`src/rtl/pulser_pkg.sv`:
```
// Shared definitions for the edge pulser: edge-select encodings and counter sizing.
package pulser_pkg;

    localparam int unsigned MODE_W = 2;

    typedef enum logic [MODE_W-1:0] {
        MODE_OFF  = 2'b00,
        MODE_RISE = 2'b01,
        MODE_FALL = 2'b10,
        MODE_BOTH = 2'b11
    } mode_e;

    // Bits needed to hold a stretch count of 0..len.
    function automatic int unsigned cnt_width(input int unsigned len);
        return (len < 1) ? 1 : $clog2(len + 1);
    endfunction

endpackage

```
`src/rtl/edge_pulser_ch.sv`:
```
// One edge-detect channel: edge select, pulse stretcher and sticky event/overflow flags.
module edge_pulser_ch
    import pulser_pkg::*;
#(
    parameter int unsigned PULSE_LEN = 1
) (
    input  logic              i_clk,
    input  logic              i_rst,
    input  logic              i_in,
    input  logic [MODE_W-1:0] i_mode,
    input  logic              i_clear,
    input  logic              i_ack,
    output logic              pulse_c,
    output logic              evt_q,
    output logic              ovf_q
);

    localparam int unsigned   CW   = cnt_width(PULSE_LEN);
    localparam logic [CW-1:0] LOAD = CW'(PULSE_LEN - 1);

    logic          prev_q;
    logic [CW-1:0] cnt_q;
    logic [CW-1:0] cnt_d;
    logic          edge_c;
    logic          evt_d;
    logic          ovf_d;
    mode_e         mode;

    assign mode = mode_e'(i_mode);

    // Mode-selected edge; clear suppresses it outright.
    always_comb begin
        edge_c = 1'b0;
        case (mode)
            MODE_RISE: edge_c = i_in & ~prev_q;
            MODE_FALL: edge_c = ~i_in & prev_q;
            MODE_BOTH: edge_c = i_in ^ prev_q;
            default:   edge_c = 1'b0;
        endcase
        if (i_clear) begin
            edge_c = 1'b0;
        end
    end

    // Stretch counter: a fresh edge restarts the full length, otherwise count down to 0.
    always_comb begin
        cnt_d = cnt_q;
        if (i_clear) begin
            cnt_d = '0;
        end else if (edge_c) begin
            cnt_d = LOAD;
        end else if (cnt_q != '0) begin
            cnt_d = cnt_q - CW'(1);
        end
    end

    // Sticky flags: clear beats everything, a new edge beats an acknowledge.
    always_comb begin
        evt_d = evt_q;
        ovf_d = ovf_q;
        if (i_clear) begin
            evt_d = 1'b0;
            ovf_d = 1'b0;
        end else begin
            if (edge_c) begin
                evt_d = 1'b1;
            end else if (i_ack) begin
                evt_d = 1'b0;
            end
            if (edge_c && evt_q && !i_ack) begin
                ovf_d = 1'b1;
            end else if (i_ack) begin
                ovf_d = 1'b0;
            end
        end
    end

    assign pulse_c = ~i_clear & (edge_c | (cnt_q != '0));

    always_ff @(posedge i_clk) begin
        if (i_rst) begin
            prev_q <= 1'b0;
            cnt_q  <= '0;
            evt_q  <= 1'b0;
            ovf_q  <= 1'b0;
        end else begin
            prev_q <= i_in;
            cnt_q  <= cnt_d;
            evt_q  <= evt_d;
            ovf_q  <= ovf_d;
        end
    end

endmodule

```
`src/rtl/edge_pulser.sv`:
```
// Multi-channel edge pulser: CH independent channels plus optional one-cycle output staging.
module edge_pulser
    import pulser_pkg::*;
#(
    parameter int unsigned CH        = 4,
    parameter int unsigned PULSE_LEN = 1,
    parameter int unsigned REG_OUT   = 0
) (
    input  logic                 i_clk,
    input  logic                 i_rst,
    input  logic [CH-1:0]        i_in,
    input  logic [MODE_W*CH-1:0] i_mode,
    input  logic [CH-1:0]        i_clear,
    input  logic [CH-1:0]        i_ack,
    output logic [CH-1:0]        o_pulse,
    output logic [CH-1:0]        o_event,
    output logic [CH-1:0]        o_ovf,
    output logic                 o_any
);

    logic [CH-1:0] pulse_c;
    logic [CH-1:0] evt;
    logic [CH-1:0] ovf;
    logic          any_c;

    for (genvar c = 0; c < int'(CH); c++) begin : g_ch
        edge_pulser_ch #(
            .PULSE_LEN (PULSE_LEN)
        ) u_ch (
            .i_clk   (i_clk),
            .i_rst   (i_rst),
            .i_in    (i_in[c]),
            .i_mode  (i_mode[MODE_W*c +: MODE_W]),
            .i_clear (i_clear[c]),
            .i_ack   (i_ack[c]),
            .pulse_c (pulse_c[c]),
            .evt_q   (evt[c]),
            .ovf_q   (ovf[c])
        );
    end

    assign any_c = |evt;

    if (REG_OUT != 0) begin : g_reg
        logic [CH-1:0] pulse_q;
        logic [CH-1:0] evt_q;
        logic [CH-1:0] ovf_q;
        logic          any_q;

        // Uniform one-cycle delay on every output.
        always_ff @(posedge i_clk) begin
            if (i_rst) begin
                pulse_q <= '0;
                evt_q   <= '0;
                ovf_q   <= '0;
                any_q   <= 1'b0;
            end else begin
                pulse_q <= pulse_c;
                evt_q   <= evt;
                ovf_q   <= ovf;
                any_q   <= any_c;
            end
        end

        assign o_pulse = pulse_q;
        assign o_event = evt_q;
        assign o_ovf   = ovf_q;
        assign o_any   = any_q;
    end else begin : g_comb
        assign o_pulse = pulse_c;
        assign o_event = evt;
        assign o_ovf   = ovf;
        assign o_any   = any_c;
    end

endmodule

```
`config.mk`:
```
export PLATFORM = sky130hd
export DESIGN_NAME = edge_pulser
export DESIGN_NICKNAME = d
export VERILOG_FILES = /design/src/rtl/pulser_pkg.sv /design/src/rtl/edge_pulser_ch.sv /design/src/rtl/edge_pulser.sv
export SDC_FILE = /design/constraint.sdc
export NUM_CORES = 1
export LEC_CHECK = 0
export BUFFER_PORTS_ARGS = -buffer_cell sky130_fd_sc_hd__buf_2
export CAP_MARGIN = 15
export CORE_UTILIZATION = 51
export CTS_BUF_LIST = sky130_fd_sc_hd__clkbuf_8 sky130_fd_sc_hd__clkbuf_16
export DETAILED_ROUTE_END_ITERATION = 6
export HOLD_SLACK_MARGIN = 0.08
export PLACE_DENSITY = 0.91
export SLEW_MARGIN = 10
export SYNTH_ARGS = -nofsm -noshare
export SYNTH_HDL_FRONTEND = slang
export SYNTH_SLANG_ARGS = --single-unit
```
`constraint.sdc`:
```
create_clock -name i_clk -period 3.3 [get_ports i_clk]
set_clock_uncertainty 0.1 [all_clocks]
set_input_delay 0.33 -clock i_clk [delete_from_list [all_inputs] [get_ports i_clk]]
set_output_delay 0.33 -clock i_clk [all_outputs]
set_load 0.02 [all_outputs]
```
## Yosys cells after proc, flatten, opt, wreduce, memory -nomap -nowiden

Index checks and enable logic that the tools add are counted.
Widths: inputs -> output; s select.

- Logic and storage cells: 117
- Bits of input ports: 22
- Flip-flop bits (word level): 16

- Add/subtract/negate cells: 4
- Bitwise logic cells: 36
- Equal/unequal tests: 12
- Multiplexer cells: 20
- Reductions and logical operators: 29

Operator list:

| kind | number |
|---|---|
| $reduce_or 4->1 | 5 |
| $eq 2x2->1 const B | 8 |
| $mux 1 | 16 |
| $not 1->1 | 16 |
| $reduce_bool 2->1 | 8 |
| $and 1x1->1 | 12 |
| $pmux 1 s3 | 4 |
| $eq 2x1->1 const B | 4 |
| $logic_and 1x1->1 | 8 |
| $reduce_or 2->1 | 4 |
| $logic_not 1->1 | 4 |
| $or 1x1->1 | 4 |
| $sub 1x1->1 const B | 4 |
| $xor 1x1->1 | 4 |

## Logic depth before layout (Yosys ltp)

Gate-level depths: netlist (run 1).

- Depth in word-level cells: 7
- Depth in mapped cells: 6
- Mapped depth without buffers: 5

## Modules after synthesis

From an unflattened synthesis (run 1), not the netlist that was laid out.

- Cell total of the unflattened synthesis: 89
- Area total of the unflattened synthesis: 843.3 um^2

By module, submodules not included:

| module | times used | seq. area each (um^2) | area an instance (um^2) | cells each |
|---|---|---|---|---|
| edge_pulser_ch | 4 | 80.1 | 209.0 | 22 |
| edge_pulser | 1 | 0.0 | 7.5 | 1 |

## Worst setup path before layout (run 1)

OpenSTA, ideal clock, no wires.

- Kind: input to output
- From: input i_in[1]
- To: output o_pulse[1]
- Stages: 6
- Data required time: 2.870 ns
- Setup slack: 1.613 ns
- Data arrival time: 1.257 ns
- Path through: inv_1 -> ha_1 -> and2b_1 -> o21ai_0 -> a31oi_1 -> buf_4

- Cells in the longest elaborated chain, start to end: 6
- Elaborated cells between the ends (all ways): 8
- Those cells by class: mux (2); bitwise (6)

RTL lines:

| what | RTL line | source |
|---|---|---|
| start, declared | edge_pulser.sv:11 | `input logic [CH-1:0] i_in,` |
| $not 1->1 | edge_pulser_ch.sv:36 | `MODE_FALL: edge_c = ~i_in & prev_q;` |
| $and 1x1->1 | edge_pulser_ch.sv:36 |  |
| $pmux 1 s3 (*) | edge_pulser_ch.sv:34 | `case (mode)` |
| $mux 1 (*) | edge_pulser_ch.sv:40 | `if (i_clear) begin` |
| $or 1x1->1 (*) | edge_pulser_ch.sv:78 | `assign pulse_c = ~i_clear & (edge_c \| (cnt_q != '0));` |
| $and 1x1->1 (*) | edge_pulser_ch.sv:78 |  |
| end, declared | edge_pulser.sv:15 | `output logic [CH-1:0] o_pulse,` |

Every way passes the cells marked *; elsewhere a longest branch is shown, timed or not.

## Worst setup path after layout (run 1)

- From: register g_ch[3].u_ch.prev_q
- To: output o_pulse[3]

- Cells in the longest elaborated chain, start to end: 6
- Elaborated cells between the ends (all ways): 8
- Those cells by class: mux (2); bitwise (6)

RTL lines:

| what | RTL line | source |
|---|---|---|
| start, declared | edge_pulser_ch.sv:21 | `logic prev_q;` |
| start signal, assigned | edge_pulser_ch.sv:87 | `prev_q <= i_in;` |
| $not 1->1 | edge_pulser_ch.sv:35 | `MODE_RISE: edge_c = i_in & ~prev_q;` |
| $and 1x1->1 | edge_pulser_ch.sv:35 |  |
| $pmux 1 s3 (*) | edge_pulser_ch.sv:34 |  |
| $mux 1 (*) | edge_pulser_ch.sv:40 |  |
| $or 1x1->1 (*) | edge_pulser_ch.sv:78 |  |
| $and 1x1->1 (*) | edge_pulser_ch.sv:78 |  |

Marked as above.

==> impl_metrics.tcl, run 1 <==
set metrics [dict create \
    dr.first_iter.drc_count 2 \
    p_total_uw 446 \
    critical_path_class "register to output port" \
    wl_per_cell_um 12.1 \
    synthFlopType "dfxtp_1" \
    rsz0062_at_grt "false" \
    grt_overflow 0 \
    crit_fanout 2 \
    path_buf_inv 1 \
    antenna_cells 0 \
    max_freq_mhz 493 \
    worstSetupStartpointType "register" \
    synth_top_cell_by_area "dfxtp_1" \
    powerDensity_nw_per_um2 411 \
    r2r_cells 4 \
    cts_buffers 3 \
    crit_start "g_ch[3].u_ch.prev_q$_SDFF_PP0_" \
    endpoint "o_pulse[3]" \
    fin_crit_sh_pct 61.5 \
    drive_gt1_share_pct 35.7 \
    place_ws_ns 1.37 \
    slowest_delay_ns 0.31 \
    dieArea_um2 1970 \
    drt-total-wl_um 1810 \
    cts-resized-gates 0 \
    cp.arrival_ns 1.60 \
    ys_warn_count 0 \
    rr_startpoint "g_ch[1].u_ch.prev_q$_SDFF_PP0_" \
    viasPerCell 5.29 \
    path_cells "ha_1, and2b_1, o21ai_0, a31oi_1, buf_2" \
    path_clk_slew_ns 0.06 \
    grt_pass1_wl_um 3220 \
    firstDrtPassIters 4 \
    hold_buffers 0 \
    dp_hpwl_um 1490 \
    ys_types 20 \
    fin_nets 157 \
    vdd_drop_max_uv 341 \
    dieWidth_um 44.4 \
    synth_edf_count 0 \
    initial_core_util_pct 57.6 \
    gp_congestion 0.742 \
    grt_max_degree 13 \
    cts_tree "done" \
    finalSetupViolations 0 \
    cts_setup_buffers 0 \
    fin_setup_tns_ns 0 \
    leakage_uw 0.000533 \
    crit_path_end_kind "output port" \
    clk_latency_ns 0.25 \
    synth_area_um2 918 \
    area_growth_pct 18.4 \
    final_util_pct 68.2 \
    hold_viol 0 \
    reg2reg_to "g_ch[1].u_ch.ovf_q$_SDFFE_PP0P_" \
    cts_root_buf "clkbuf_8" \
    synth_area_per_cell_um2 9.37 \
    min_path_type "input port to register" \
    chipHeight_um 44.4 \
    clock_sinks 16 \
    reg2reg_slack_ns 1.84 \
    required_ns 2.87 \
    hold-worst-slack_ns 0.163 \
    ys_seq_elements 16 \
    synthTopCellsByArea "dfxtp_1 (35%), ha_1 (11%), buf_4 (11%)" \
    grt_pass1_vias 774 \
    htree_levels 1 \
    via_count 794 \
    cp_slowest_cell "dfxtp_1" \
    ys_async_sr_fraction_pct 0 \
    synth_top_area_share_pct 34.9 \
    critPathTopFamily "compound AO/OA/AOI/OAI gates" \
    cts_max_path_buffers 2 \
    drc_errors 0 \
    ys_seq_area_share_pct 34.9 \
    syn_inst 98 \
    io_buffers 34 \
    slew_violations 0 \
    status "finished, final reports clean" \
    cp.depth 5 \
    rows 14 \
    antenna_left 0 \
    cap_violations 0 \
    min_period_ns 2.03 \
    grt_usage_pct 22.6 \
    coreArea_um2 1590 \
    grt_antenna_before_repair 0 \
    worst_slack_ns 1.27 \
    num_io_pins 35 \
]
==> cell usage in the layout (no fill, tap or decap) <==
cell / n
nand3_1: 4
a31oi_1: 4
a2111oi_2: 4
o2111ai_1: 1
ha_1: 8
inv_1: 16
o211ai_1: 1
o211ai_2: 3
a311oi_1: 4
dfxtp_1: 16
nand2b_1: 4
nand2_1: 1
o21ai_0: 3
buf_2: 34
or4_1: 1
conb_1: 4
nor2b_1: 3
a41oi_1: 4
nor2_1: 4
and2b_1: 3
clkbuf_8: 4
==> stage by stage <==
step                instances  cell area (µm²)
global route              150             1090
detailed placement        146             1030
finish                    150             1090
floorplan                 101              930
global placement          146             1030
CTS                       150             1090
==> power by group <==
part           switching [µW]  internal [µW]
clock                    66.3            106
combinational            40.9           28.0
sequential               4.86            201
total                     112            334
==> sequential cells by signal, indices dropped and copies added, names as in the netlist <==
signal and cells:
g_ch.u_ch.cnt_q 4, g_ch.u_ch.evt_q 4, g_ch.u_ch.ovf_q 4, g_ch.u_ch.prev_q 4
==> layout make-up <==
type                            count  area [µm²]
Inverter                           16        60.1
Fill cell                         136         507
Tap cell                           24        30.0
Timing Repair Buffer               34         170
Sequential cell                    16         320
Multi-Input combinational cell     56         452
Clock buffer                        4        55.1
==> synthesized netlist by cell type, drive strengths merged (4+ instances only) <==
cell,number
buf,13
a31oi,4
a2111oi,4
o211ai,4
a41oi,4
inv,16
dfxtp,16
ha,8
nand2b,4
nand3,4
a311oi,4
nor2,4
==> worst min-delay path by stage <==
| stage | end | slack [ns] | from | cells after the start |
|---|---|---|---|---|
| detailed placement | g_ch[2].u_ch.ovf_q$_SDFFE_PP0P_ | 0.42 | i_ack[2] | 2 |
| CTS | g_ch[2].u_ch.ovf_q$_SDFFE_PP0P_ | 0.16 | i_ack[2] | 2 |
| global placement | g_ch[1].u_ch.ovf_q$_SDFFE_PP0P_ | 0.42 | i_ack[1] | 2 |
| finish | g_ch[2].u_ch.ovf_q$_SDFFE_PP0P_ | 0.16 | i_ack[2] | 2 |
| floorplan | g_ch[0].u_ch.ovf_q$_SDFFE_PP0P_ | 0.30 | i_clear[0] | 1 |
| global route | g_ch[1].u_ch.ovf_q$_SDFFE_PP0P_ | 0.16 | i_ack[1] | 2 |
==> logic make-up after synthesis <==
family / share of synthesized area (%)
buffers and inverters: 17.2
adder cells (fa/ha/maj): 10.9
flip-flops: 34.9
AND/OR/NAND/NOR: 12.3
other: 0.408
AO/OA/AOI/OAI: 24.4
==> per-layer routing <==
metal	up-vias	wire length [µm]	GRT usage [%]
met5	-	0	0
met4	0	10	7.27
met3	2	104	8.16
met2	25	978	40.6
met1	377	716	24.6
li1	390	-	-
==> worst register-to-register path, stage by stage, from the launching register on <==
cell,delay (ns)
dfxtp_1,0.31
ha_1,0.26
and2b_1,0.22
o211ai_2,0.11
a2111oi_2,0.35
(Power assumes the default switching activity.)
==> inputs of run 2 (changes only) <==
Settings changed: ABC_AREA set to 1, CORE_UTILIZATION 51 to 43, PLACE_DENSITY 0.91 to 0.82.
Clock period 3.3 ns to 1.75 ns, I/O delays scaled along.
==> impl_metrics.tcl, run 2 <==
set metrics [dict create \
    ys_seq_elements 16 \
    crit_fanout 3 \
    critical_path_class "register to output port" \
    area_growth_pct 21.3 \
    synth_area_um2 918 \
    synthFlopType "dfxtp_1" \
    cts_buffers 3 \
    grt_pass1_wl_um 2240 \
    crit_path_end_kind "output port" \
    wl_per_cell_um 8.62 \
    clk_latency_ns 0.25 \
    chipHeight_um 48.2 \
    drive_gt1_share_pct 27.6 \
    status "finished, final reports clean" \
    synthTopCellsByArea "dfxtp_1 (35%), inv_1 (12%), ha_1 (11%)" \
    powerDensity_nw_per_um2 726 \
    dieArea_um2 2320 \
    hold_start "i_in[2]" \
    cts_max_path_buffers 2 \
    antenna_cells 0 \
    cp.arrival_ns 1.33 \
    ys_types 15 \
    crit_start "g_ch[3].u_ch.prev_q$_SDFF_PP0_" \
    r2r_cells 6 \
    ys_async_sr_fraction_pct 0 \
    worstSetupStartpointType "register" \
    via_count 785 \
    reg2reg_to "g_ch[0].u_ch.evt_q$_SDFFE_PP0P_" \
    cts_setup_buffers 0 \
    rows 16 \
    syn_inst 125 \
    path_clk_slew_ns 0.06 \
    rsz0062_at_grt "false" \
    endpoint "o_pulse[3]" \
    num_io_pins 35 \
    dp_hpwl_um 1290 \
    min_period_ns 1.60 \
    htree_levels 1 \
    yosys-top-cells-count "inv_1 (29), nand2_1 (26), dfxtp_1 (16), buf_4 (12), nor2_1 (9)" \
    final_util_pct 56.2 \
    initial_core_util_pct 46.3 \
    synth_top_cell_by_area "dfxtp_1" \
    fin_setup_tns_ns 0 \
    rr_startpoint "g_ch[0].u_ch.prev_q$_SDFF_PP0_" \
    synth_edf_count 0 \
    dpl-instance-area_um2 1030 \
    layout_commonest_cell "buf_2" \
    coreArea_um2 1980 \
    final_cell_mix "buf_2 (34), inv_1 (29), nand2_1 (26), dfxtp_1 (16), nor2_1 (9)" \
    hold_viol 0 \
    min_path_type "input port to register" \
    vdd_drop_max_uv 533 \
    slew_violations 0 \
    dieWidth_um 48.2 \
    synth_area_per_cell_um2 7.35 \
    grt_usage_pct 14.9 \
    viasPerCell 4.29 \
    finalSetupViolations 0 \
    ys_warn_count 0 \
    grt_overflow 0 \
    synth_top_area_share_pct 34.9 \
    max_freq_mhz 623 \
    cts_tree "done" \
    grt_pass1_vias 610 \
    n_fill_cell 203 \
    reg2reg_slack_ns 0.60 \
    leakage_uw 0.000623 \
    yosysMostFrequentCell "inv_1" \
    gp_congestion 0.638 \
    io_buffers 34 \
    cts_root_buf "clkbuf_8" \
    antenna_left 0 \
    drt-total-wl_um 1580 \
    cap_violations 0 \
    firstDrtPassIters 2 \
    fin_crit_sh_pct 91.7 \
    dr.first_iter.drc_count 4 \
    grt_max_degree 10 \
    drc_errors 0 \
    required_ns 1.47 \
    clock_sinks 16 \
    grt_antenna_before_repair 0 \
    cts-resized-gates 0 \
    fin_area_um2 1110 \
    ys_seq_area_share_pct 34.9 \
    fin_nets 188 \
]
## run 2: cell types whose count changed after synthesis, sizes merged, moves of 2 or more
| cell | previous run | this run |
|---|---|---|
| nand2 | 1 | 26 |
| inv | 16 | 29 |
| a21oi | 0 | 8 |
| nor2 | 4 | 9 |
| o21ai | 3 | 8 |
| a2111oi | 4 | 0 |
| a311oi | 4 | 0 |
| a31oi | 4 | 0 |
| a41oi | 4 | 0 |
| nand2b | 4 | 0 |
| o211ai | 4 | 0 |
| and2b | 3 | 0 |
| nor2b | 3 | 0 |
| nor3 | 0 | 2 |
## run 2: how the worst min path moves through the flow
| stage | endpoint | slack, ns | depth (start not counted) |
|---|---|---|---|
| 6_report | g_ch[2].u_ch.prev_q$_SDFF_PP0_ | 0.08 | 3 |
| 5_1_grt | g_ch[0].u_ch.evt_q$_SDFFE_PP0P_ | 0.10 | 4 |
| 4_1_cts | g_ch[2].u_ch.prev_q$_SDFF_PP0_ | 0.08 | 3 |
| 3_5_place_dp | g_ch[3].u_ch.prev_q$_SDFF_PP0_ | 0.32 | 3 |
| 3_3_place_gp | g_ch[2].u_ch.prev_q$_SDFF_PP0_ | 0.31 | 3 |
| 2_1_floorplan | g_ch[0].u_ch.prev_q$_SDFF_PP0_ | 0.20 | 2 |
## run 2: timing repair
item,4_1_cts,5_1_grt
endpoints found under the setup margin,0,0
hold buffers,4,0
hold endpoints to repair,4,0
## run 2: per-stage QoR
| stage | hold slack, ns | setup WS [ns] | instances | total power [µW] |
|---|---|---|---|---|
| 2_1_floorplan | 0.204 | 0.487 | 128 | 495 |
| 3_3_place_gp | 0.314 | 0.411 | 176 | 528 |
| 3_5_place_dp | 0.323 | 0.363 | 176 | 535 |
| 4_1_cts | 0.0817 | 0.130 | 183 | 828 |
| 5_1_grt | 0.104 | 0.0125 | 183 | 858 |
| 6_report | 0.0828 | 0.146 | 183 | 809 |
## run 2: power breakdown
group / total, µW / switching, µW / internal (µW)
Sequential: 384 / 6.00 / 378
Combinational: 148 / 86.6 / 61.3
Clock: 276 / 124 / 153
## run 2: area by class of cell
class | count | area [µm²] | area share [%]
tap | 27 | 33.8 | 3.03
sequential | 16 | 320 | 28.8
multi-input combinational | 70 | 399 | 35.8
timing repair buffer | 38 | 210 | 18.9
inverter | 29 | 109 | 9.78
clock buffer | 3 | 41.3 | 3.71
## run 2: worst max-delay path: stages, from the launching register on
cell and delay, ns:
dfxtp_1 0.31, ha_1 0.28, nor2_1 0.14, o21ai_2 0.09, o21ai_0 0.08, buf_2 0.19
## run 2: cells by family after synthesis
family          Yosys count  synth area share, %
fa+ha+maj                 8                 10.9
simple gates             42                 20.6
compound gates           16                 10.4
buf+inv                  42                 22.9
flops                    16                 34.9
other cells               1                0.408
## run 2: layer usage
metal / wire length, µm / global-route usage [%]
met1: 589 / 12.8
met5: 0 / 0
met2: 853 / 28.0
met3: 113 / 6.67
met4: 21 / 8.33
==> inputs of run 3 (changes only) <==
Settings changed: CORE_UTILIZATION 43 to 42, PLACE_DENSITY 0.82 to 0.81, SKIP_LAST_GASP set to 1, SYNTH_HIERARCHICAL set to 1.
==> impl_metrics.tcl, run 3 <==
set metrics [dict create \
    synth_area_per_cell_um2 6.57 \
    min_path_type "input port to register" \
    p_comb_share_pct 18.3 \
    grt_pass1_vias 659 \
    crit_fanout 3 \
    status "finished, final reports clean" \
    timing.critical_path.mode_cell "nand2_1" \
    endpoint "o_pulse[2]" \
    grt_overflow 0 \
    synth_top_area_share_pct 36.1 \
    p_total_uw 851 \
    synthFlopType "dfxtp_1" \
    critical_path_class "register to output port" \
    viasPerCell 4.17 \
    clock_sinks 16 \
    antenna_cells 0 \
    synth_edf_count 0 \
    dp_hpwl_um 1290 \
    slowest_delay_ns 0.32 \
    ys_seq_elements 16 \
    layout_commonest_cell "inv_1" \
    worstSetupStartpointType "register" \
    crit_start "g_ch[2].u_ch/prev_q$_SDFF_PP0_" \
    dieArea_um2 2300 \
    power_switching_share_pct 24.7 \
    ys_types 11 \
    area_growth_pct 31.7 \
    fin_setup_tns_ns 0 \
    path_clk_slew_ns 0.06 \
    reg2reg_slack_ns 0.60 \
    io_buffers 34 \
    num_io_pins 35 \
    cts_max_path_buffers 2 \
    grt_pass1_wl_um 2350 \
    min_period_ns 1.63 \
    drc_errors 0 \
    rsz0062_at_grt "false" \
    critPathTopFamily "flip-flops" \
    fin_crit_sh_pct 92.9 \
    cts_root_buf "clkbuf_8" \
    path_cells "ha_1, inv_1, nand2_1, nand3_1, nand2_1, o21ai_0, buf_2" \
    required_ns 1.47 \
    rr_startpoint "g_ch[0].u_ch/prev_q$_SDFF_PP0_" \
    cp.arrival_ns 1.35 \
    slew_violations 0 \
    clk_latency_ns 0.24 \
    ys_warn_count 6 \
    synth_area_um2 887 \
    p_sw_uw 210 \
    fin_nets 206 \
    wl_per_cell_um 7.64 \
    coreArea_um2 1980 \
    cts_setup_buffers 0 \
    path_buf_inv 2 \
    rows 16 \
    internal_power_uw 641 \
    drive_gt1_share_pct 28.6 \
    drt-total-wl_um 1540 \
    final_cell_mix "inv_1 (36), nand2_1 (33), buf_2 (33), dfxtp_1 (16), nand3_1 (12)" \
    syn_inst 135 \
    leakage_uw 0.000713 \
    finalSetupViolations 0 \
    cp.depth 7 \
    synthTopCellsByArea "dfxtp_1 (36%), inv_1 (15%), nand2_1 (14%)" \
    yosysMostFrequentCell "inv_1" \
    r2r_cells 6 \
    crit_path_end_kind "output port" \
    grt_max_degree 10 \
    pwr-share-clk_pct 36.3 \
    reg2reg_to "g_ch[0].u_ch/evt_q$_SDFFE_PP0P_" \
    dr.first_iter.drc_count 5 \
    powerDensity_nw_per_um2 728 \
    chipHeight_um 48.0 \
    initial_core_util_pct 44.8 \
    syn_nets 165 \
    ys_seq_area_share_pct 36.1 \
    gp_congestion 0.682 \
    grt_usage_pct 14.9 \
    htree_levels 1 \
    synth_top_cell_by_area "dfxtp_1" \
    pwr-share-seq_pct 45.4 \
    n_fill_cell 189 \
    cts_buffers 3 \
    yosys-top-cells-count "inv_1 (36), nand2_1 (33), dfxtp_1 (16), nand3_1 (12), nor2_1 (10)" \
    max_freq_mhz 615 \
    vdd_drop_max_uv 389 \
    cap_violations 0 \
    dieWidth_um 48.0 \
    grt_antenna_before_repair 0 \
    via_count 843 \
    cp_slowest_cell "dfxtp_1" \
    antenna_left 0 \
    firstDrtPassIters 3 \
    hold_viol 0 \
    cts_tree "done" \
    ys_async_sr_fraction_pct 0 \
]
==> run 3: cell types whose count changed in the layout (fill, tap and decap cells not counted), sizes merged <==
| cell | delta |
|---|---|
| nor3 | -2 |
| a21oi | -4 |
| clkbuf | +1 |
| o21ai | -4 |
| nand3 | +7 |
| inv | +11 |
| nor2 | +5 |
| nand2 | +7 |
| dlygate4sd3 | -2 |
==> run 3: per-stage QoR <==
stage	cell area (µm²)	std cells	hold WS (ns)	util, %	setup slack, ns
global placement	1090	196	0.312	55.1	0.376
global route	1170	202	0.0952	59.0	0.00635
CTS	1170	202	0.0859	58.8	0.110
finish	1170	202	0.0854	59.0	0.124
detailed placement	1090	196	0.329	55.1	0.335
floorplan	887	135	0.147	-	0.457
==> run 3: timing repair <==
action,in CTS,in global routing
endpoints found under the hold margin,2,0
hold buffers,2,0
endpoints found under the setup margin,0,1
resized for setup,0,1
==> run 3: per-layer routing <==
layer	wire (µm)	GRT usage [%]	share of wire, %	vias to the layer above
met3	64	3.40	4.1	2
li1	-	-	-	465
met1	690	15.5	45	356
met2	767	28.1	50	20
met5	0	0	0	-
met4	21	6.67	1.4	0
==> run 3: how the worst min path moves through the flow <==
stage | cells after the start | from | slack, ns | to
finish | 3 | i_in[3] | 0.09 | g_ch[3].u_ch/prev_q$_SDFF_PP0_
global route | 3 | i_in[3] | 0.1 | g_ch[3].u_ch/prev_q$_SDFF_PP0_
CTS | 3 | i_in[3] | 0.09 | g_ch[3].u_ch/prev_q$_SDFF_PP0_
detailed placement | 3 | i_in[0] | 0.33 | g_ch[0].u_ch/prev_q$_SDFF_PP0_
global placement | 3 | i_in[2] | 0.31 | g_ch[2].u_ch/prev_q$_SDFF_PP0_
floorplan | 1 | i_rst | 0.15 | g_ch[0].u_ch/prev_q$_SDFF_PP0_
==> run 3: layout make-up <==
| cell class | instances | area [µm²] | area share (%) |
|---|---|---|---|
| sequential | 16 | 320 | 27.4 |
| timing repair buffer | 36 | 193 | 16.5 |
| tap | 27 | 33.8 | 2.89 |
| clock buffer | 4 | 55.1 | 4.71 |
| multi-input combinational | 79 | 417 | 35.7 |
| inverter | 40 | 150 | 12.8 |
==> run 3: logic make-up after synthesis <==
family / Yosys count / share of synthesized area, %
adder cells (fa/ha/maj): 8 / 11.3
other: 4 / 1.69
AO/OA/AOI/OAI: 8 / 6.21
AND/OR/NAND/NOR: 59 / 27.8
buffers and inverters: 40 / 16.9
flip-flops: 16 / 36.1
==> run 3: worst register-to-register path, delay by kind of cell (launching register included) <==
family,cells,cell delay [ns]
buffers and inverters,1,0.04
adders and majority gates,1,0.27
DFF,1,0.31
and+or+nand+nor,4,0.33
==> run 3: power by group through the flow <==
stage | Sequential [µW] | Combinational (µW) | Clock (µW)
CTS | 387 | 156 | 319
floorplan | 400 | 83.8 | 0
finish | 387 | 156 | 309
global route | 389 | 180 | 339
global placement | 395 | 145 | 0
detailed placement | 395 | 152 | 0
